[config.mk]
export PLATFORM = sky130hd
export DESIGN_NAME = pong_engine
export DESIGN_NICKNAME = d
export VERILOG_FILES = /design/src/rtl/pong_pkg.sv /design/src/rtl/pong_paddle.sv /design/src/rtl/pong_engine.sv
export SDC_FILE = /design/constraint.sdc
export NUM_CORES = 1
export LEC_CHECK = 0
export ABC_CLOCK_PERIOD_IN_PS = 3900
export CAP_MARGIN = 20
export CORE_ASPECT_RATIO = 1.4
export CORE_MARGIN = 3
export CORE_UTILIZATION = 44
export DETAILED_ROUTE_END_ITERATION = 7
export PLACE_DENSITY_LB_ADDON = 0.3
export SLEW_MARGIN = 20
export SYNTH_ARGS = -nofsm -noshare
export SYNTH_HDL_FRONTEND = slang
export SYNTH_SLANG_ARGS = --single-unit
[constraint.sdc]
create_clock -name clk -period 3.9 [get_ports clk]
set_input_delay 0.585 -clock clk [delete_from_list [all_inputs] [get_ports clk]]
set_output_delay 0.585 -clock clk [all_outputs]
set_load 0.005 [all_outputs]
[src/rtl/pong_pkg.sv]
// Shared state encoding and default geometry for the pong game core.
package pong_pkg;

  typedef enum logic [1:0] {
    ST_IDLE  = 2'd0,
    ST_SERVE = 2'd1,
    ST_PLAY  = 2'd2,
    ST_OVER  = 2'd3
  } state_e;

  localparam int DEF_H_ACTIVE      = 800;
  localparam int DEF_V_ACTIVE      = 600;
  localparam int DEF_COORD_W       = 11;
  localparam int DEF_SCORE_W       = 5;
  localparam int DEF_BAT_H_SMALL   = 64;
  localparam int DEF_BAT_H_LARGE   = 128;
  localparam int DEF_BAT_W         = 8;
  localparam int DEF_BAT_X1        = 16;
  localparam int DEF_BAT_X2        = 776;
  localparam int DEF_BALL_SIZE     = 8;
  localparam int DEF_BAT_STEP      = 4;
  localparam int DEF_BALL_STEP     = 2;
  localparam int DEF_BALL_STEP_MAX = 6;
  localparam int DEF_WIN_SCORE     = 11;
  localparam int DEF_SERVE_FRAMES  = 60;

endpackage

[src/rtl/pong_paddle.sv]
// Saturating paddle position register, updated once per frame tick.
module pong_paddle
  import pong_pkg::*;
#(
  parameter int COORD_W  = DEF_COORD_W,
  parameter int V_ACTIVE = DEF_V_ACTIVE,
  parameter int BAT_STEP = DEF_BAT_STEP,
  parameter int Y_CENTRE = (DEF_V_ACTIVE - DEF_BAT_H_SMALL) / 2
) (
  input  logic               clk,
  input  logic               rst,
  input  logic               tick,
  input  logic               up,
  input  logic               dn,
  input  logic               freeze,
  input  logic [COORD_W-1:0] bat_h,
  output logic [COORD_W-1:0] y
);

  localparam logic [COORD_W:0]   V_TOP = (COORD_W+1)'(V_ACTIVE);
  localparam logic [COORD_W:0]   STEP  = (COORD_W+1)'(BAT_STEP);
  localparam logic [COORD_W-1:0] Y_RST = COORD_W'(Y_CENTRE);

  logic [COORD_W-1:0] y_q, y_d;
  logic [COORD_W:0]   y_e, y_max, y_up, y_dn;

  // Next position: clamp after a paddle size change wins over movement, even when frozen
  always_comb begin
    y_e   = {1'b0, y_q};
    y_max = V_TOP - {1'b0, bat_h};
    y_up  = (y_e >= STEP) ? y_e - STEP : '0;
    y_dn  = ((y_e + STEP) > y_max) ? y_max : y_e + STEP;
    y_d   = y_q;
    if (tick) begin
      if (y_e > y_max)                y_d = y_max[COORD_W-1:0];
      else if (!freeze && up && !dn)  y_d = y_up[COORD_W-1:0];
      else if (!freeze && dn && !up)  y_d = y_dn[COORD_W-1:0];
    end
  end

  // Position register, recentred by reset
  always_ff @(posedge clk or posedge rst) begin
    if (rst) y_q <= Y_RST;
    else     y_q <= y_d;
  end

  assign y = y_q;

endmodule

[src/rtl/pong_engine.sv]
// Pong game core: paddles, ball, scores and match FSM, stepped per video frame.
// Optional macro PONG_SPEEDUP_EN: ball step grows by one per paddle hit up to BALL_STEP_MAX.
module pong_engine
  import pong_pkg::*;
#(
  parameter int H_ACTIVE      = DEF_H_ACTIVE,
  parameter int V_ACTIVE      = DEF_V_ACTIVE,
  parameter int COORD_W       = DEF_COORD_W,
  parameter int SCORE_W       = DEF_SCORE_W,
  parameter int BAT_H_SMALL   = DEF_BAT_H_SMALL,
  parameter int BAT_H_LARGE   = DEF_BAT_H_LARGE,
  parameter int BAT_W         = DEF_BAT_W,
  parameter int BAT_X1        = DEF_BAT_X1,
  parameter int BAT_X2        = DEF_BAT_X2,
  parameter int BALL_SIZE     = DEF_BALL_SIZE,
  parameter int BAT_STEP      = DEF_BAT_STEP,
  parameter int BALL_STEP     = DEF_BALL_STEP,
  parameter int BALL_STEP_MAX = DEF_BALL_STEP_MAX,
  parameter int WIN_SCORE     = DEF_WIN_SCORE,
  parameter int SERVE_FRAMES  = DEF_SERVE_FRAMES
) (
  input  logic               clk,
  input  logic               rst,
  input  logic               frame_tick,
  input  logic               start,
  input  logic               bat_size,
  input  logic               p1_up,
  input  logic               p1_dn,
  input  logic               p2_up,
  input  logic               p2_dn,
  output logic [COORD_W-1:0] p1_y,
  output logic [COORD_W-1:0] p2_y,
  output logic [COORD_W-1:0] bx,
  output logic [COORD_W-1:0] by,
  output logic [SCORE_W-1:0] score1,
  output logic [SCORE_W-1:0] score2,
  output logic [1:0]         state,
  output logic               winner
);

  localparam int CNT_W = $clog2(SERVE_FRAMES + 1);
  localparam logic [COORD_W-1:0]        BX_C   = COORD_W'((H_ACTIVE - BALL_SIZE) / 2);
  localparam logic [COORD_W-1:0]        BY_C   = COORD_W'((V_ACTIVE - BALL_SIZE) / 2);
  localparam logic signed [COORD_W:0]   X_HIT1 = (COORD_W+1)'(BAT_X1 + BAT_W);
  localparam logic signed [COORD_W:0]   X_HIT2 = (COORD_W+1)'(BAT_X2 - BALL_SIZE);
  localparam logic signed [COORD_W:0]   X_MAX  = (COORD_W+1)'(H_ACTIVE - BALL_SIZE);
  localparam logic signed [COORD_W:0]   Y_MAX  = (COORD_W+1)'(V_ACTIVE - BALL_SIZE);
  localparam logic [COORD_W:0]          BALL_E = (COORD_W+1)'(BALL_SIZE);
  localparam logic [SCORE_W-1:0]        WIN_S  = SCORE_W'(WIN_SCORE);
  localparam logic [CNT_W-1:0]          SERVE_LAST = CNT_W'(SERVE_FRAMES - 1);

  state_e             state_q, state_d;
  logic [COORD_W-1:0] bx_q, bx_d, by_q, by_d;
  logic               dx_q, dx_d, dy_q, dy_d;   // 1 = right / down
  logic [SCORE_W-1:0] score1_q, score1_d, score2_q, score2_d, s1_inc, s2_inc;
  logic               winner_q, winner_d;
  logic [CNT_W-1:0]   cnt_q, cnt_d;

  logic [COORD_W-1:0]        bat_h;
  logic                      freeze;
  logic signed [COORD_W:0]   stp, sbx, sby, nbx, nby;
  logic [COORD_W:0]          by_e, p1_e, p2_e, bat_e;
  logic                      ov1, ov2, hit1, hit2;

  assign bat_h  = bat_size ? COORD_W'(BAT_H_LARGE) : COORD_W'(BAT_H_SMALL);
  assign freeze = (state_q == ST_IDLE) || (state_q == ST_OVER);

  pong_paddle #(.COORD_W(COORD_W), .V_ACTIVE(V_ACTIVE), .BAT_STEP(BAT_STEP),
                .Y_CENTRE((V_ACTIVE - BAT_H_SMALL) / 2)) u_bat1 (
    .clk(clk), .rst(rst), .tick(frame_tick), .up(p1_up), .dn(p1_dn),
    .freeze(freeze), .bat_h(bat_h), .y(p1_y));

  pong_paddle #(.COORD_W(COORD_W), .V_ACTIVE(V_ACTIVE), .BAT_STEP(BAT_STEP),
                .Y_CENTRE((V_ACTIVE - BAT_H_SMALL) / 2)) u_bat2 (
    .clk(clk), .rst(rst), .tick(frame_tick), .up(p2_up), .dn(p2_dn),
    .freeze(freeze), .bat_h(bat_h), .y(p2_y));

`ifdef PONG_SPEEDUP_EN
  localparam logic [COORD_W-1:0] STEP_MIN = COORD_W'(BALL_STEP);
  localparam logic [COORD_W-1:0] STEP_TOP = COORD_W'(BALL_STEP_MAX);
  logic [COORD_W-1:0] step_q, step_d;

  // Speed restarts on every serve and rises one notch per paddle return
  always_comb begin
    step_d = step_q;
    if (frame_tick) begin
      if (state_q == ST_SERVE) step_d = STEP_MIN;
      else if ((state_q == ST_PLAY) && (hit1 || hit2) && (step_q < STEP_TOP))
        step_d = step_q + COORD_W'(1);
    end
  end

  // Ball step register
  always_ff @(posedge clk or posedge rst) begin
    if (rst) step_q <= STEP_MIN;
    else     step_q <= step_d;
  end

  assign stp = $signed({1'b0, step_q});
`else
  assign stp = (COORD_W+1)'(BALL_STEP);
`endif

  // Candidate ball position and paddle collision tests against pre-tick paddles
  always_comb begin
    sbx   = $signed({1'b0, bx_q});
    sby   = $signed({1'b0, by_q});
    nbx   = dx_q ? sbx + stp : sbx - stp;
    nby   = dy_q ? sby + stp : sby - stp;
    by_e  = {1'b0, by_q};
    p1_e  = {1'b0, p1_y};
    p2_e  = {1'b0, p2_y};
    bat_e = {1'b0, bat_h};
    ov1   = ((by_e + BALL_E) > p1_e) && (by_e < (p1_e + bat_e));
    ov2   = ((by_e + BALL_E) > p2_e) && (by_e < (p2_e + bat_e));
    hit1  = !dx_q && (sbx >= X_HIT1) && (nbx < X_HIT1) && ov1;
    hit2  =  dx_q && (sbx <= X_HIT2) && (nbx > X_HIT2) && ov2;
  end

  // Match FSM next state plus ball, score and winner updates
  always_comb begin
    state_d  = state_q;
    bx_d     = bx_q;
    by_d     = by_q;
    dx_d     = dx_q;
    dy_d     = dy_q;
    score1_d = score1_q;
    score2_d = score2_q;
    winner_d = winner_q;
    cnt_d    = cnt_q;
    s1_inc   = score1_q + SCORE_W'(1);
    s2_inc   = score2_q + SCORE_W'(1);
    if (frame_tick) begin
      case (state_q)
        ST_IDLE: begin
          if (start) begin
            state_d = ST_SERVE;
            bx_d    = BX_C;
            by_d    = BY_C;
            cnt_d   = '0;
          end
        end
        ST_SERVE: begin
          bx_d = BX_C;
          by_d = BY_C;
          if (cnt_q == SERVE_LAST) begin
            cnt_d   = '0;
            state_d = ST_PLAY;
          end else begin
            cnt_d = cnt_q + CNT_W'(1);
          end
        end
        ST_PLAY: begin
          // vertical and horizontal resolution are independent so corners work
          by_d = nby[COORD_W-1:0];
          if (nby[COORD_W]) begin
            by_d = '0;
            dy_d = 1'b1;
          end else if (nby > Y_MAX) begin
            by_d = Y_MAX[COORD_W-1:0];
            dy_d = 1'b0;
          end
          bx_d = nbx[COORD_W-1:0];
          if (hit1) begin
            bx_d = X_HIT1[COORD_W-1:0];
            dx_d = 1'b1;
          end else if (hit2) begin
            bx_d = X_HIT2[COORD_W-1:0];
            dx_d = 1'b0;
          end else if (nbx[COORD_W]) begin
            score2_d = s2_inc;
            dy_d     = dy_q;
            if (s2_inc == WIN_S) begin
              state_d  = ST_OVER;
              winner_d = 1'b1;
              bx_d     = bx_q;
              by_d     = by_q;
            end else begin
              state_d = ST_SERVE;
              bx_d    = BX_C;
              by_d    = BY_C;
              dx_d    = 1'b0;
            end
          end else if (nbx > X_MAX) begin
            score1_d = s1_inc;
            dy_d     = dy_q;
            if (s1_inc == WIN_S) begin
              state_d  = ST_OVER;
              winner_d = 1'b0;
              bx_d     = bx_q;
              by_d     = by_q;
            end else begin
              state_d = ST_SERVE;
              bx_d    = BX_C;
              by_d    = BY_C;
              dx_d    = 1'b1;
            end
          end
        end
        ST_OVER: begin
          if (start) begin
            state_d  = ST_SERVE;
            score1_d = '0;
            score2_d = '0;
            dx_d     = 1'b1;
            bx_d     = BX_C;
            by_d     = BY_C;
            cnt_d    = '0;
          end
        end
        default: state_d = ST_IDLE;
      endcase
    end
  end

  // Game state registers
  always_ff @(posedge clk or posedge rst) begin
    if (rst) begin
      state_q  <= ST_IDLE;
      bx_q     <= BX_C;
      by_q     <= BY_C;
      dx_q     <= 1'b1;
      dy_q     <= 1'b1;
      score1_q <= '0;
      score2_q <= '0;
      winner_q <= 1'b0;
      cnt_q    <= '0;
    end else begin
      state_q  <= state_d;
      bx_q     <= bx_d;
      by_q     <= by_d;
      dx_q     <= dx_d;
      dy_q     <= dy_d;
      score1_q <= score1_d;
      score2_q <= score2_d;
      winner_q <= winner_d;
      cnt_q    <= cnt_d;
    end
  end

  assign bx     = bx_q;
  assign by     = by_q;
  assign score1 = score1_q;
  assign score2 = score2_q;
  assign state  = state_q;
  assign winner = winner_q;

endmodule

---- After elaboration in Yosys (flattened, before gate mapping) ----
Cells that the tools add are included.
cells by class
  add/subtract/negate cells ............... 15
  $mul .................................... 0
  divide/modulo/power cells ............... 0
  magnitude comparators ................... 16
  equality and inequality tests ........... 22
  shifts and indexed selects .............. 0
  mux-type cells .......................... 71
  bitwise operators ....................... 2
  reduce and logical (&&, ||, !) cells .... 41
operators with widths
  kind                                                                                  number
  11-bit two-way mux                                                                    26
  11-bit one-hot mux with 3 select lines                                                2
  5-bit two-way mux                                                                     8
  12-bit by 11-bit greater-than comparator with 1-bit output, second input constant     3
  11-bit by 2-bit adder with 12-bit output, second input constant                       2
  11-bit by 3-bit adder with 12-bit output, second input constant                       2
  11-bit by 8-bit adder with 12-bit output                                              2
  11-bit by 12-bit greater-than comparator with 1-bit output                            2
  12-bit by 11-bit greater-than comparator with 1-bit output                            2
  12-bit greater-than comparator                                                        2
  11-bit by 12-bit less-than comparator with 1-bit output                               2
  12-bit two-way mux                                                                    2
  11-bit by 2-bit subtractor with 12-bit output, second input constant                  2
  11-bit by 3-bit greater-or-equal comparator with 1-bit output, second input constant  2
  11-bit by 3-bit subtractor with 11-bit output, second input constant                  2
  5-bit one-hot mux with 2 select lines                                                 2
  6-bit AND reduction                                                                   3
  1-bit two-way mux                                                                     17
  1-bit logical AND                                                                     16
  2-bit two-way mux                                                                     8
  5-bit inequality test, second input constant                                          3
  2-bit inequality test, second input constant                                          7
  7-bit AND reduction                                                                   2
  11-bit by 4-bit adder with 12-bit output, second input constant                       1
  29 further kinds                                                                      47
storage, ports and cells
  register bits after elaboration ......... 65
  latch bits .............................. 0
  RAM bits ................................ 0
  memory bits (read-only) ................. 0
  input bits .............................. 9
  output and inout port bits .............. 57
  memories ................................ 0

---- Longest topological paths before layout ----
  depth after elaboration ................. 10
  depth in mapped cells ................... 16

---- Hierarchy ----
A second synthesis with hierarchy kept.
second synthesis, totals
  cells, all modules ...................... 1048
  area, all modules ....................... 8782.2 µm²
by module, submodules not included
  module       times used  cells an instance  area each (µm²)  seq. area each (µm²)
  pong_engine  1           570                4825.9           1062.3
  pong_paddle  2           239                1978.1           279.0

---- Worst setup path before layout ----
Ideal clock, no wire load.
  kind .................................... input -> register
  start ................................... input port bat_size
  end ..................................... register bx_q[2] (netlist: bx[2])
  setup time .............................. 0.082 ns
  arrival ................................. 3.692 ns
  slack ................................... 0.126 ns
  cell stages on the path ................. 15
  path buffers ............................ 1
  cells stage by stage .................... inv_1 ha_1 fa_1 nand3_1 xnor2_1 ha_1 o21a_1 o21ai_0 o21ai_0 nor4b_1 and4_4 buf_6 nor3_1 nor2_1 mux2_2
between the ends
  word-level cells in the longest chain between the ends .. 8
RTL lines
  what                                                     RTL line            RTL
  from (decl)                                              pong_engine.sv:26   input logic bat_size,
  8-bit two-way mux (*)                                    pong_engine.sv:65   assign bat_h = bat_size ? COORD_W'(BAT_H_LARGE) : COORD_W'(BAT_H_SMALL);
  11-bit by 8-bit adder with 12-bit output                 pong_engine.sv:115  ov2 = ((by_e + BALL_E) > p2_e) && (by_e < (p2_e + bat_e));
  11-bit by 12-bit less-than comparator with 1-bit output  pong_engine.sv:115
  1-bit logical AND                                        pong_engine.sv:115
  1-bit logical AND                                        pong_engine.sv:117  hit2 = dx_q && (sbx <= X_HIT2) && (nbx > X_HIT2) && ov2;
  11-bit two-way mux                                       pong_engine.sv:167  end else if (hit2) begin
  11-bit two-way mux                                       pong_engine.sv:164  if (hit1) begin
  11-bit one-hot mux with 3 select lines                   pong_engine.sv:134  case (state_q)
  to (signal assigned)                                     pong_engine.sv:220  bx_q <= BX_C;
  to (signal assigned)                                     pong_engine.sv:230  bx_q <= bx_d;
  to (decl)                                                pong_engine.sv:53   logic [COORD_W-1:0] bx_q, bx_d, by_q, by_d;
Mark *: on every way between the ends. The rest lies on a longest branch, timed or not.
A chain may end at the register's enable or synchronous reset.

---- Worst setup path after layout ----
  start ................................... register dx_q
  end ..................................... register dx_q
between the ends
  word-level cells in the longest chain between the ends .. 7
RTL lines
  what                                                        RTL line            RTL
  from (decl)                                                 pong_engine.sv:54   logic dx_q, dx_d, dy_q, dy_d;
  from (signal assigned)                                      pong_engine.sv:222  dx_q <= 1'b1;
  from (signal assigned)                                      pong_engine.sv:232  dx_q <= dx_d;
  12-bit two-way mux                                          pong_engine.sv:108  nbx = dx_q ? sbx + stp : sbx - stp;
  12-bit by 11-bit greater-than comparator with 1-bit output  pong_engine.sv:117
  1-bit logical AND (2 in a row)                              pong_engine.sv:117
  1-bit two-way mux                                           pong_engine.sv:167
  1-bit two-way mux                                           pong_engine.sv:164
  1-bit one-hot mux with 2 select lines                       pong_engine.sv:134
Several ways; a longest one is shown, not always the timed one.

==> flow_summary.toml <==
[synth]
synth_area_leaders = "dfrtp_1, ha_1, dfstp_2"
synthMuxAreaShare = 0.0143
synth_xor_area_frac = 0.0495
synth_edf_count = 0
synth-adder-area-share = 0.179
ys.flop_type = "dfrtp_1"
yosys_warnings = 0
synth.yosys.seq_area_share = 0.220
synth_area_sq_um = 6900
synth_simple_gate_area_share = 0.214
synth_top_area_frac = 0.163
synth_compound_gate_area_share = 0.270
synthDistinctLibCells = 85
syn_inst = 845
synth-seq-cells = 60
avgSynthCellArea_sq_um = 8.16
synth_top_family_by_area = "compound AO/OA/AOI/OAI gates"
synth_area_leader_cell = "dfrtp_1"
async_flop_share = 1.00

[finish]
fillers = 1380
nets = 1080
multiInputGateArea_sq_um = 5350
final_util = 0.587
n_antenna_cell = 0
drive_above_1_share = 0.198
seqCellArea_sq_um = 1520
stdcell_count = 1173
area_delta_synth_final_pct = 29.2

[timing]
final-setup-viol-count = 0
maxSlewViolCount = 0
worst_slew_pin_slew_ns = 0.911
fin_crit_sh = 0.971
timing.hold.ws_ns = 0.496
fin_skew_ns = 0.00944
period_minus_slack_ns = 3.79
hold_viol_final = 0
slew_headroom = 0.392
fmax_mhz = 264

[worst_setup_path]
cp_common_cell = "buf_4"
cp_data_arrival_time_ns = 4.05
crit_buf_inv = 4
cp.required_ns = 4.16
path_class = "reg -> reg"
crit_family = "compound AO/OA/AOI/OAI gates"
cp_slowest_cell = "a2111oi_1"
cp_max_fo = 8
crit_chain = "clkinvlp_4, buf_12, fa_2, a21o_1, a2111oi_1, a311oi_2, nor4_1, buf_4, o31ai_4, buf_4, or2_2, a2111o_1, a41oi_1"
slowest_delay_ns = 0.59
setup.worst_path.end_class = "flip-flop"
startpoint_type = "flip-flop"

[power]
clockPowerShare = 0.200
switching_power_w = 0.00192
p_seq_frac = 0.223
comb_power_share = 0.577
ir_drop_mv = 0.349
leakage_nw = 3.91
p_sw_frac = 0.428
p_int_w = 0.00257
powerDensity_nw_per_um2 = 504

[detailed_routing]
via_per_inst = 5.99
via_count = 7023
avgRoutedWirePerCell_microns = 17.9
ant_nets = 0
drt_first_pass_iters = 5
drtIter0Drc = 346
drcViolationCount = 0
wl_mm = 21.0

[global_routing]
grt_max_degree = 50
grt_pass1_wl_mm = 33.7
globalRouteTotalUtil = 0.236
grt_pass1_vias = 6985
antenna_found_initial = 0
overflow = 0

[floorplan]
die_y_microns = 154
die_w_microns = 112
start_util = 0.454
rows = 53
ios = 66
die_area_sq_um = 17200
core_sq_um = 15200

[clocking]
cts.sinks = 60
root_buffer = "clkbuf_16"
cts_buffers = 9
cts.clk_slew.worst_paths_ns = 0.06
cts_tree = "built"
htreeDepth = 3
clock_path_buffers = 2
clkLatencyLatePin_ns = 0.34

[run_status]
status = "completed"

[placed_design]
routabilityCongestion = 0.940
dp_hpwl_mm = 15.8
place_inst = 1149
portBuffers = 60

[job]
cap_violations = 0

[hold_path]
hold_class = "reg -> reg"
worst register-to-register path: stages (launching register included):
cell,delay (ns)
dfstp_2,0.55
clkinvlp_4,0.10
buf_12,0.15
fa_2,0.35
a21o_1,0.20
a2111oi_1,0.59
a311oi_2,0.11
nor4_1,0.26
buf_4,0.17
o31ai_4,0.07
buf_4,0.15
or2_2,0.34
a2111o_1,0.41
a41oi_1,0.24
registers in the layout, indices dropped and copies added, names as in the netlist:
| signal | flops |
|---|---|
| by | 11 |
| bx | 10 |
| u_bat1.y | 9 |
| u_bat2.y | 9 |
| cnt_q | 6 |
| score1 | 5 |
| score2 | 5 |
| state | 2 |
| dx_q | 1 |
| dy_q | 1 |
| winner | 1 |
per-stage QoR:
stage | setup WS [ns] | power, W | area, sq um | TNS, ns
4_1_cts | 0.0100 | 0.00436 | 8580 | 0
3_3_place_gp | -0.472 | 0.00339 | 8180 | -13.46
2_1_floorplan | 0.126 | 0.00261 | 6910 | 0
6_report | 0.113 | 0.00449 | 8910 | 0
3_5_place_dp | -0.646 | 0.00343 | 8180 | -17.58
5_1_grt | -0.0200 | 0.00487 | 8910 | -0.0308
cell usage in the layout (no fill, tap or decap), types with 10 or more instances in the layout:
cell type        count
nand2b_1            13
nor4_1              10
a21oi_1             46
xnor2_1             30
clkdlybuf4s50_1     59
buf_4               84
dfrtp_1             45
nor2_1              69
o21ai_0             57
nor3_1              17
ha_1                77
nand4_1             12
inv_1               46
nand3_1             43
nand2_1             61
dfstp_2             15
a21o_1              26
path summary, 6_finish.rpt:
check	startpoint	to	slack (ns)	cells past startpoint
max	dx_q	dx_q	0.11	13
min	cnt_q[5]	cnt_q[5]	0.50	1
max reg2reg	dx_q	dx_q	0.11	13
min reg2reg	cnt_q[5]	cnt_q[5]	0.50	1
max in group asynchronous	rst	by[5]	2.39	3
min in group asynchronous	rst	u_bat2.y[4]	0.74	2
routing by layer:
metal / vias up / global-route usage / routed length, microns
li1: 3411 / - / -
met3: 64 / 0.0303 / 770
met2: 197 / 0.432 / 10900
met5: - / 0 / 0
met4: 0 / 0.103 / 817
met1: 3351 / 0.272 / 8470
power by group through the flow:
stage	clock network [W]	logic, W	registers [W]
2_1_floorplan	0	0.00167	0.000932
3_3_place_gp	0	0.00240	0.000994
3_5_place_dp	0	0.00244	0.000996
4_1_cts	0.000903	0.00247	0.000988
5_1_grt	0.000931	0.00291	0.00103
6_report	0.000899	0.00259	0.000999
synth_stat cells (6+ instances only):
cell type / n
nor2_1: 72
o2111ai_1: 6
a21o_1: 26
o21a_1: 9
nand2_1: 61
nor3_1: 18
a2111oi_0: 7
dfrtp_1: 45
nand4_1: 12
dfstp_2: 15
and3_1: 6
ha_1: 89
o22ai_1: 6
xor2_1: 8
a31oi_1: 8
a21oi_1: 48
xnor2_1: 31
a211oi_1: 11
o31ai_1: 8
clkbuf_1: 19
or2_2: 6
inv_1: 49
nor2b_1: 10
o21ai_0: 62
nor4_1: 11
nor3b_1: 7
a211o_1: 7
fa_1: 6
nand3_1: 44
nand2b_1: 14
final cells by class:
| cell class | instances | area share |
|---|---|---|
| tap | 192 | 0.0270 |
| timing repair buffer | 147 | 0.143 |
| clock inverter | 7 | 0.0111 |
| sequential | 60 | 0.171 |
| multi-input combinational | 707 | 0.601 |
| clock buffer | 9 | 0.0253 |
| inverter | 51 | 0.0223 |
logic make-up (layout without fill, tap and decap cells):
logic type	after synthesis	count (layout)
xor+xnor	39	39
compound gates	266	267
other cells	1	5
simple gates	292	292
fa+ha+maj	95	95
flops	60	60
buf+inv	83	214
mux	9	9
repair_timing:
action	in CTS	in global routing
buffers inserted	2	5
endpoints found under the setup margin	31	42
pin swaps	6	12
gates cloned	0	1
hold buffers	0	0
gates resized for setup	12	59
Power figures use the tool's default switching activity.
